==> config.mk <==
export PLATFORM = sky130hd
export DESIGN_NAME = mlp_train_sequencer
export DESIGN_NICKNAME = d
export VERILOG_FILES = /design/src/rtl/mlp_train_sequencer.sv
export SDC_FILE = /design/constraint.sdc
export NUM_CORES = 1
export LEC_CHECK = 0
export ABC_CLOCK_PERIOD_IN_PS = 6500
export CORE_MARGIN = 8
export CORE_UTILIZATION = 38
export DETAILED_ROUTE_END_ITERATION = 16
export GPL_ROUTABILITY_DRIVEN = 0
export PLACE_DENSITY = 0.67
export RECOVER_POWER = 100
export SYNTH_ARGS = -nofsm -noshare
export SYNTH_HDL_FRONTEND = slang
export SYNTH_SLANG_ARGS = --single-unit
==> constraint.sdc <==
create_clock -name clk -period 6.5 [get_ports clk]
set_input_delay 1.95 -clock clk [delete_from_list [all_inputs] [get_ports clk]]
set_output_delay 1.95 -clock clk [all_outputs]
set_load 0.03 [all_outputs]
==> src/rtl/mlp_train_sequencer.sv <==
// Training-run sequencer for a small MLP: presents stored samples, strobes weight
// updates, counts epochs and reports the per-epoch summed absolute error.
module mlp_train_sequencer #(
  parameter int NUM_SAMPLES   = 4,
  parameter int NUM_EPOCHS    = 250,
  parameter int SETTLE_CYCLES = 1
) (
  input  logic        clk,
  input  logic        rst,
  input  logic        cfg_we,
  input  logic [1:0]  cfg_addr,
  input  logic [15:0] cfg_x1,
  input  logic [15:0] cfg_x2,
  input  logic [15:0] cfg_y,
  input  logic        start,
  input  logic        abort,
  input  logic [15:0] mlp_y_out,
  output logic        mlp_rst,
  output logic        mlp_train,
  output logic [15:0] mlp_x1,
  output logic [15:0] mlp_x2,
  output logic [15:0] mlp_y_target,
  output logic        busy,
  output logic        done,
  output logic [15:0] epoch_count,
  output logic [1:0]  sample_idx,
  output logic [23:0] err_sum,
  output logic        err_valid
);

  typedef enum logic [2:0] {
    S_IDLE,
    S_INIT,
    S_LOAD,
    S_TRAIN,
    S_DONE
  } state_e;

  localparam logic [1:0]  LAST_IDX    = 2'(NUM_SAMPLES - 1);
  localparam logic [3:0]  LAST_SETTLE = 4'(SETTLE_CYCLES - 1);
  localparam logic [15:0] EPOCH_LIMIT = 16'(NUM_EPOCHS);

  state_e      state_q, state_d;
  logic [47:0] mem_q [4];
  logic [47:0] mem_d [4];
  logic [3:0]  settle_q, settle_d;
  logic [1:0]  idx_q, idx_d;
  logic [15:0] epoch_q, epoch_d;
  logic [23:0] acc_q, acc_d;
  logic [23:0] err_sum_q, err_sum_d;
  logic        err_valid_q, err_valid_d;
  logic        done_q, done_d;
  logic [15:0] x1_q, x1_d;
  logic [15:0] x2_q, x2_d;
  logic [15:0] tgt_q, tgt_d;

  logic [15:0] abs_diff;
  logic [24:0] acc_sum;
  logic [23:0] acc_sat;

  assign busy = (state_q == S_INIT) || (state_q == S_LOAD) || (state_q == S_TRAIN);

  // Unsigned 16-bit distance between network output and target, added with saturation.
  assign abs_diff = (mlp_y_out >= tgt_q) ? (mlp_y_out - tgt_q) : (tgt_q - mlp_y_out);
  assign acc_sum  = {1'b0, acc_q} + {9'b0, abs_diff};
  assign acc_sat  = acc_sum[24] ? 24'hFFFFFF : acc_sum[23:0];

  always_comb begin
    mem_d = mem_q;
    if (cfg_we && !busy) begin
      mem_d[cfg_addr] = {cfg_x1, cfg_x2, cfg_y};
    end
  end

  always_comb begin
    // NOTE: every _d gets its hold value first so no path through this block infers a latch.
    state_d     = state_q;
    settle_d    = settle_q;
    idx_d       = idx_q;
    epoch_d     = epoch_q;
    acc_d       = acc_q;
    err_sum_d   = err_sum_q;
    err_valid_d = 1'b0;
    done_d      = done_q;
    x1_d        = x1_q;
    x2_d        = x2_q;
    tgt_d       = tgt_q;

    case (state_q)
      S_IDLE, S_DONE: begin
        if (start && !abort) begin
          state_d = S_INIT;
          done_d  = 1'b0;
          epoch_d = '0;
          idx_d   = '0;
          acc_d   = '0;
        end
      end
      S_INIT: begin
        if (abort) begin
          state_d = S_IDLE;
        end else begin
          state_d  = S_LOAD;
          idx_d    = '0;
          settle_d = '0;
        end
      end
      S_LOAD: begin
        if (abort) begin
          state_d = S_IDLE;
        end else if (settle_q == LAST_SETTLE) begin
          acc_d   = acc_sat;
          state_d = S_TRAIN;
        end else begin
          settle_d = settle_q + 4'd1;
        end
      end
      S_TRAIN: begin
        if (abort) begin
          state_d = S_IDLE;
        end else if (idx_q != LAST_IDX) begin
          idx_d    = idx_q + 2'd1;
          settle_d = '0;
          state_d  = S_LOAD;
        end else begin
          err_sum_d   = acc_q;
          err_valid_d = 1'b1;
          acc_d       = '0;
          epoch_d     = epoch_q + 16'd1;
          idx_d       = '0;
          settle_d    = '0;
          if (epoch_q + 16'd1 == EPOCH_LIMIT) begin
            state_d = S_DONE;
            done_d  = 1'b1;
          end else begin
            state_d = S_LOAD;
          end
        end
      end
      default: state_d = S_IDLE;
    endcase

    // Sample registers are captured only on entry to LOAD so they stay put through TRAIN.
    if (state_d == S_LOAD && state_q != S_LOAD) begin
      {x1_d, x2_d, tgt_d} = mem_q[idx_d];
    end
  end

  always_ff @(posedge clk) begin
    // NOTE: sequential state uses non-blocking assignments so all flops update from pre-edge values.
    if (rst) begin
      state_q     <= S_IDLE;
      settle_q    <= '0;
      idx_q       <= '0;
      epoch_q     <= '0;
      acc_q       <= '0;
      err_sum_q   <= '0;
      err_valid_q <= 1'b0;
      done_q      <= 1'b0;
      x1_q        <= '0;
      x2_q        <= '0;
      tgt_q       <= '0;
      // NOTE: the sample store is deliberately reset; it is only four words and must read back zero.
      for (int i = 0; i < 4; i++) mem_q[i] <= '0;
    end else begin
      state_q     <= state_d;
      settle_q    <= settle_d;
      idx_q       <= idx_d;
      epoch_q     <= epoch_d;
      acc_q       <= acc_d;
      err_sum_q   <= err_sum_d;
      err_valid_q <= err_valid_d;
      done_q      <= done_d;
      x1_q        <= x1_d;
      x2_q        <= x2_d;
      tgt_q       <= tgt_d;
      for (int i = 0; i < 4; i++) mem_q[i] <= mem_d[i];
    end
  end

  assign mlp_rst      = (state_q == S_INIT);
  assign mlp_train    = (state_q == S_TRAIN);
  assign mlp_x1       = x1_q;
  assign mlp_x2       = x2_q;
  assign mlp_y_target = tgt_q;
  assign done         = done_q;
  assign epoch_count  = epoch_q;
  assign sample_idx   = idx_q;
  assign err_sum      = err_sum_q;
  assign err_valid    = err_valid_q;

endmodule

==> impl_metrics.tcl, run 1 <==
set metrics [dict create \
    p_leak_nw 7.389 \
    finClkSkew_ps 12.85 \
    finalSetupViolCount 0 \
    antenna_found_initial 5 \
    ctsResizeCount 0 \
    placement_rows 73 \
    synth.distinct_cells 64 \
    drtIter0Drc 964 \
    fin_cells 2692 \
    synth_ff_type "dfxtp_1" \
    vias 14440 \
    path_clk_slew_ps 60 \
    initial_core_util_pct 38.55 \
    slowest_stage "clkdlybuf4s50_1" \
    grt_pass1_wl_um 72260 \
    drtPass1Iterations 6 \
    slew_headroom_pct -95.52 \
    period_minus_slack_ps 6234 \
    ir_drop_v 0.0002273 \
    routed_wl_um 44860 \
    core_um2 39730 \
    cp.required_ps 6780 \
    violations "max-capacitance violations, max-slew violations" \
    cp_max_fo 8 \
    hpwl_um 29350 \
    hold_class "flip-flop to flip-flop" \
    powerDensity_nw_per_um2 244.7 \
    first_global_vias 14020 \
    grt_use_met2_pct 32.31 \
    clockRootBuffer "clkbuf_16" \
    status "complete, but fails checks" \
    io-pin-count 166 \
    max-cap-violations 6 \
    avgSynthCellArea_um2 7.728 \
    layout-drive-gt1-share_pct 7.849 \
    placedCellCount 2625 \
    async_flop_share_pct 0 \
    synth_edf_count 0 \
    drcViolationCount 0 \
    crit_path_end_kind "flip-flop" \
    htree_levels 2 \
    dieArea_um2 46990 \
    cts_hold_buf 0 \
    wire_per_inst_um 16.66 \
    met1_usage_pct 22.20 \
    dp_slack_ps -228.5 \
    clockBufferDepth 3 \
    ant_nets 0 \
    yosysTopAreaCellShare_pct 41.17 \
    syn_to_final_growth_pct 24.84 \
    rsz0062_at_grt "no" \
    tightest_slew_ps 2933 \
    cp.arrival_ps 6510 \
    postCtsSetupBuffers 0 \
    max_freq_ghz 0.1604 \
    viasPerCell 5.364 \
    clock_latency_ps 540 \
    overflow 0 \
    crit_family "compound AO/OA/AOI/OAI gates" \
    yosysWarnings 0 \
    use_met3_pct 4.022 \
    slowest_delay_ps 470 \
    syn_nets 2108 \
    path_buf_inv 6 \
    io_buffers 165 \
    hold_viol 0 \
    ys_seq_area_share_pct 41.17 \
    syn_area_um2 15320 \
    synthTopCellsByArea "dfxtp_1 (41%), nand2_1 (13%), a21oi_1 (10%)" \
    busiest_layer "met2" \
    synth-seq-cells 315 \
    layout_worst_path_cycle_share_pct 95.91 \
    fin_ws_ps 266.0 \
    critPathLaunchType "input pin" \
    critical_path_class "input pin to flip-flop" \
    clock_sinks 315 \
    die_w_um 216.8 \
    cts_tree "done" \
    grt_max_degree 136 \
    track_usage_pct 18.42 \
    syn_inst 1982 \
    cts_buffers 36 \
    yosysTopAreaCell "dfxtp_1" \
    finalMaxSlewViolations 357 \
    finalNetCount 2264 \
    fp.dieH_um 216.8 \
    crit_path_cell_trace "clkdlybuf4s50_1 > inv_1 > ha_1 > inv_1 > fa_1 > nand3_1 > a311oi_1 > a211oi_2 > a21oi_1 > o31a_1 > buf_12 > buf_4 > mux2i_1 > xnor2_1 > ha_1 > a21o_1 > a21oi_1 > o21ai_0 > a21o_1 > a221oi_1 > buf_4 > nor3_1 > a31o_2 > nor4b_1" \
]
==> synth_stat cells (3+ instances only) <==
cell type and number:
nand3b_1 5, and3_1 7, a211o_1 53, a311oi_1 3
xor2_1 12, nand2_1 541, clkbuf_1 110, or2_2 6
nand2b_1 5, and2_1 6, buf_2 8, o22ai_1 4
dfxtp_1 315, a211oi_1 52, inv_1 53, fa_1 3
o21a_1 6, a21oi_1 311, o31a_1 4, or3_1 4
ha_1 52, o21bai_1 7, a31oi_1 16, o31ai_1 3
a31o_2 3, xnor2_1 25, buf_4 11, nor3_1 30
o21ai_0 56, nand4b_1 4, nor2_1 59, mux2i_1 55
o211ai_1 4, a21o_1 14, nand3_1 18, nor2b_1 58
buf_1 12, or4_1 3, nor4_1 5, nand4_1 12
==> cell usage in the layout, fill, tap and decap left out, types with 55 or more instances in the layout <==
cell	Yosys	layout
nor2_1	59	59
nand2_1	541	539
o21ai_0	56	56
nor2b_1	58	58
mux2i_1	55	55
buf_4	11	76
clkdlybuf4s50_1	0	67
a21oi_1	311	311
dfxtp_1	315	315
dlygate4sd3_1	0	97
==> cell families (layout without fill, tap and decap cells) <==
| logic type | after synthesis | count (layout) | synth area share (%) |
|---|---|---|---|
| simple gates | 771 | 771 | 21.56 |
| compound gates | 552 | 552 | 21.70 |
| flops | 315 | 315 | 41.17 |
| buf+inv | 196 | 380 | 5.146 |
| mux | 56 | 56 | 3.668 |
| fa+ha+maj | 55 | 55 | 4.640 |
| xor+xnor | 37 | 37 | 2.116 |
| other cells | 0 | 1 | 0 |
==> power breakdown <==
| part | internal [mW] | switching (mW) | total [mW] | leakage [nW] |
|---|---|---|---|---|
| Clock | 1.40 | 0.836 | 2.24 | 0.656 |
| Sequential | 1.97 | 0.0222 | 2.00 | 2.55 |
| Combinational | 0.190 | 0.255 | 0.445 | 4.18 |
| Total | 3.57 | 1.11 | 4.68 | 7.39 |
==> flip-flops by register name (all words and copies together) (netlist names) <==
name,cells
err_sum,24
state_q,3
mlp_y_target,16
acc_q,24
mlp_x1,16
done,1
mem_q,192
err_valid,1
sample_idx,2
epoch_count,16
mlp_x2,16
settle_q,4
==> per-stage QoR <==
stage / total power [mW] / TNS [ps] / hold slack (ps) / cell area, µm² / utilization (%)
final: 4.680 / 0 / 447.9 / 19120 / 48.13
after floorplan: 2.288 / 0 / 431.8 / 15320 / -
after detailed placement: 2.482 / -2960 / 441.7 / 17870 / 44.97
after global placement: 2.472 / -3165 / 436.7 / 17870 / 44.97
after CTS: 4.729 / 0 / 450.0 / 19200 / 48.31
after global routing: 4.852 / 0 / 466.3 / 19120 / 48.13
==> layer usage <==
layer | vias up | part of all wire, %
met5 | - | 0.10
met1 | 6844 | 43
met3 | 87 | 5.8
li1 | 7098 | -
met4 | 8 | 2.5
met2 | 404 | 49
==> tightest hold or removal path: cells and delay by family (launching register included) <==
kind / cells / cell delay [ps]
and+or+nand+nor: 1 / 50
DFF: 1 / 300
AOI/OAI and AO/OA: 1 / 50
==> path summary, 6_finish.rpt <==
| check | startpoint | to | slack [ps] | cells after the start |
|---|---|---|---|---|
| worst max register to register | mlp_y_target[0]$_SDFFE_PP0P_ | acc_q[22]$_SDFFE_PP0P_ | 1660 | 22 |
| worst min register to register | mem_q[63]$_SDFFE_PP0P_ | mem_q[63]$_SDFFE_PP0P_ | 450 | 2 |
| worst max-delay path | mlp_y_out[0] | acc_q[22]$_SDFFE_PP0P_ | 270 | 24 |
| worst min-delay path | mem_q[63]$_SDFFE_PP0P_ | mem_q[63]$_SDFFE_PP0P_ | 450 | 2 |
==> area by class of cell <==
class | instances | area, µm²
timing repair buffer | 260 | 2377
clock inverter | 12 | 198.9
fill | 3884 | 20610
multi-input combinational | 1471 | 8248
antenna | 1 | 2.502
sequential | 315 | 6306
clock buffer | 54 | 1130
tap | 525 | 656.9
inverter | 54 | 202.7
Note: power is estimated with default switching activity, not from simulation.
==> run 2, diff against run 1 <==
==> config.mk (replaced) <==
export PLATFORM = sky130hd
export DESIGN_NAME = mlp_train_sequencer
export DESIGN_NICKNAME = d
export VERILOG_FILES = /design/src/rtl/mlp_train_sequencer.sv
export SDC_FILE = /design/constraint.sdc
export NUM_CORES = 1
export LEC_CHECK = 0
export ABC_CLOCK_PERIOD_IN_PS = 6900
export CELL_PAD_IN_SITES_DETAIL_PLACEMENT = 2
export CELL_PAD_IN_SITES_GLOBAL_PLACEMENT = 2
export CORE_MARGIN = 8
export CORE_UTILIZATION = 33
export DETAILED_ROUTE_END_ITERATION = 16
export GPL_ROUTABILITY_DRIVEN = 0
export PLACE_DENSITY = 0.86
export RECOVER_POWER = 100
export REMOVE_ABC_BUFFERS = 1
export SYNTH_ARGS = -nofsm -noshare
export SYNTH_HDL_FRONTEND = slang
export SYNTH_SLANG_ARGS = --single-unit
==> constraint.sdc (replaced) <==
create_clock -name clk -period 6.9 [get_ports clk]
set_input_delay 2.07 -clock clk [delete_from_list [all_inputs] [get_ports clk]]
set_output_delay 2.07 -clock clk [all_outputs]
set_load 0.03 [all_outputs]
==> impl_metrics.tcl, run 2 (synthesis results as in run 1) <==
set metrics [dict create \
    finalMaxSlewViolations 453 \
    fp.dieH_um 231.4 \
    drtPass1Iterations 5 \
    placement_rows 79 \
    violations "max-capacitance violations, max-slew violations" \
    clockBufferDepth 3 \
    htree_levels 2 \
    ir_drop_v 0.0001617 \
    final_common_cell "nand2_1" \
    core_um2 46160 \
    cp.required_ps 7340 \
    largest_reg_flops 192 \
    grt_pass1_wl_um 91340 \
    clockRootBuffer "clkbuf_16" \
    io-pin-count 166 \
    cts_tree "done" \
    first_global_vias 16650 \
    pwr-share-comb_pct 9.4 \
    finalNetCount 2234 \
    layout_worst_path_cycle_share_pct 94.83 \
    antenna_found_initial 4 \
    finalSetupViolCount 0 \
    crit_path_end_kind "flip-flop" \
    clkPwrFrac_pct 49.2 \
    crit_path_cell_trace "clkdlybuf4s50_1 > inv_1 > ha_1 > buf_4 > a21oi_1 > o21ai_0 > a211oi_1 > a21oi_1 > o31a_1 > buf_12 > o41ai_2 > xnor2_1 > ha_1 > a21o_1 > a21oi_1 > o21ai_0 > a21o_1 > a221oi_1 > buf_4 > nor3_1 > buf_4 > o21ai_0 > nand2_1" \
    drtIter0Drc 531 \
    hpwl_um 37460 \
    wire_per_inst_um 20.86 \
    most-common-layout-cells "nand2_1 (539), dfxtp_1 (315), a21oi_1 (310)" \
    slowest_delay_ps 530 \
    rr_endpoint "acc_q[12]$_SDFFE_PP0P_" \
    period_minus_slack_ps 6543 \
    clock_latency_ps 570 \
    ant_nets 0 \
    path_buf_inv 6 \
    critPathLaunchType "input pin" \
    overflow 0 \
    viasPerCell 5.425 \
    layout-drive-gt1-share_pct 6.592 \
    path_clk_slew_ps 60 \
    status "complete, but fails checks" \
    switchingPower_mw 1.153 \
    crit_family "compound AO/OA/AOI/OAI gates" \
    clock_sinks 315 \
    finClkSkew_ps 30.21 \
    cp.arrival_ps 6980 \
    powerDensity_nw_per_um2 238.5 \
    cts_hold_buf 0 \
    ctsResizeCount 0 \
    routed_wl_um 57340 \
    cp.depth 23 \
    syn_to_final_growth_pct 24.44 \
    initial_core_util_pct 33.18 \
    ff2ff_path_depth 21 \
    reg2reg_from "mlp_y_target[1]$_SDFFE_PP0P_" \
    whs_endpoint "mem_q[60]$_SDFFE_PP0P_" \
    slowest_stage "clkdlybuf4s50_1" \
    track_usage_pct 20.90 \
    dieArea_um2 53570 \
    vias 14910 \
    rsz0062_at_grt "no" \
    grt_max_degree 97 \
    hold_viol 0 \
    cts_buffers 40 \
    postCtsSetupBuffers 0 \
    drcViolationCount 0 \
    io_buffers 165 \
    p_int_mw 3.393 \
    hold_class "flip-flop to flip-flop" \
    p_leak_nw 7.260 \
    max-cap-violations 9 \
    critical_path_class "input pin to flip-flop" \
    r2r_setup_slack_ps 1920 \
    top_register "mem_q" \
    fin_setup_tns_ps 0 \
    hp-start "mem_q[60]$_SDFFE_PP0P_" \
    die_w_um 231.4 \
    max_freq_ghz 0.1528 \
    holdPathStages 2 \
    seq_power_share_pct 41.4 \
    slew_headroom_pct -137.2 \
    power_mw 4.547 \
    tightest_slew_ps 3558 \
    cp_max_fo 20 \
    netSwitchingFraction_pct 25.36 \
]
-- run 2: metrics by stage --
step / setup slack, ps / area [µm²] / util (%) / hold slack [ps] / std cells
global placement: 59.15 / 17710 / 38.36 / 436.8 / 2673
floorplan: -1472 / 14730 / - / 425.7 / 1840
detailed placement: -276.8 / 17710 / 38.36 / 445.0 / 2673
finish: 356.5 / 19060 / 41.29 / 450.3 / 2749
CTS: 251.9 / 19120 / 41.43 / 453.0 / 2746
global route: 26.34 / 19060 / 41.28 / 466.7 / 2747
-- run 2: tightest hold or removal path, cell delays in order, from the launching register on --
cell and delay (ps):
dfxtp_1 300, nand2_1 50, a21oi_1 50
-- run 2: power groups by stage --
stage | Sequential, mW | Clock, mW | Combinational, mW
after floorplan | 1.92 | 0 | 0.207
after global placement | 1.92 | 0 | 0.404
after detailed placement | 1.92 | 0 | 0.427
after CTS | 1.88 | 2.30 | 0.435
after global routing | 1.89 | 2.36 | 0.468
final | 1.88 | 2.24 | 0.428
-- run 2: metal layers --
layer	vias to the layer above	GRT usage, %	share of wire [%]	routed length, µm
li1	7039	-	-	-
met1	7486	24.13	42	23870
met2	269	38.27	52	29560
met3	118	3.387	3.7	2111
met4	2	7.761	3.1	1794
met5	-	0	0.017	10
-- run 2: worst max-delay path by stage --
stage,to,startpoint
floorplan,mlp_x1[0]$_SDFFE_PP0P_,abort
global placement,acc_q[14]$_SDFFE_PP0P_,mlp_y_out[0]
detailed placement,acc_q[21]$_SDFFE_PP0P_,mlp_y_out[0]
CTS,acc_q[12]$_SDFFE_PP0P_,mlp_y_out[7]
global route,acc_q[4]$_SDFFE_PP0P_,mlp_y_out[0]
finish,acc_q[12]$_SDFFE_PP0P_,mlp_y_out[7]
-- run 2: cell type report --
cell class / count / area (µm²)
clock inverter: 13 / 209.0
clock buffer: 60 / 1207
tap: 607 / 759.5
inverter: 54 / 202.7
antenna: 3 / 7.507
fill: 5185 / 27100
multi-input combinational: 1471 / 8257
timing repair buffer: 226 / 2112
sequential: 315 / 6306
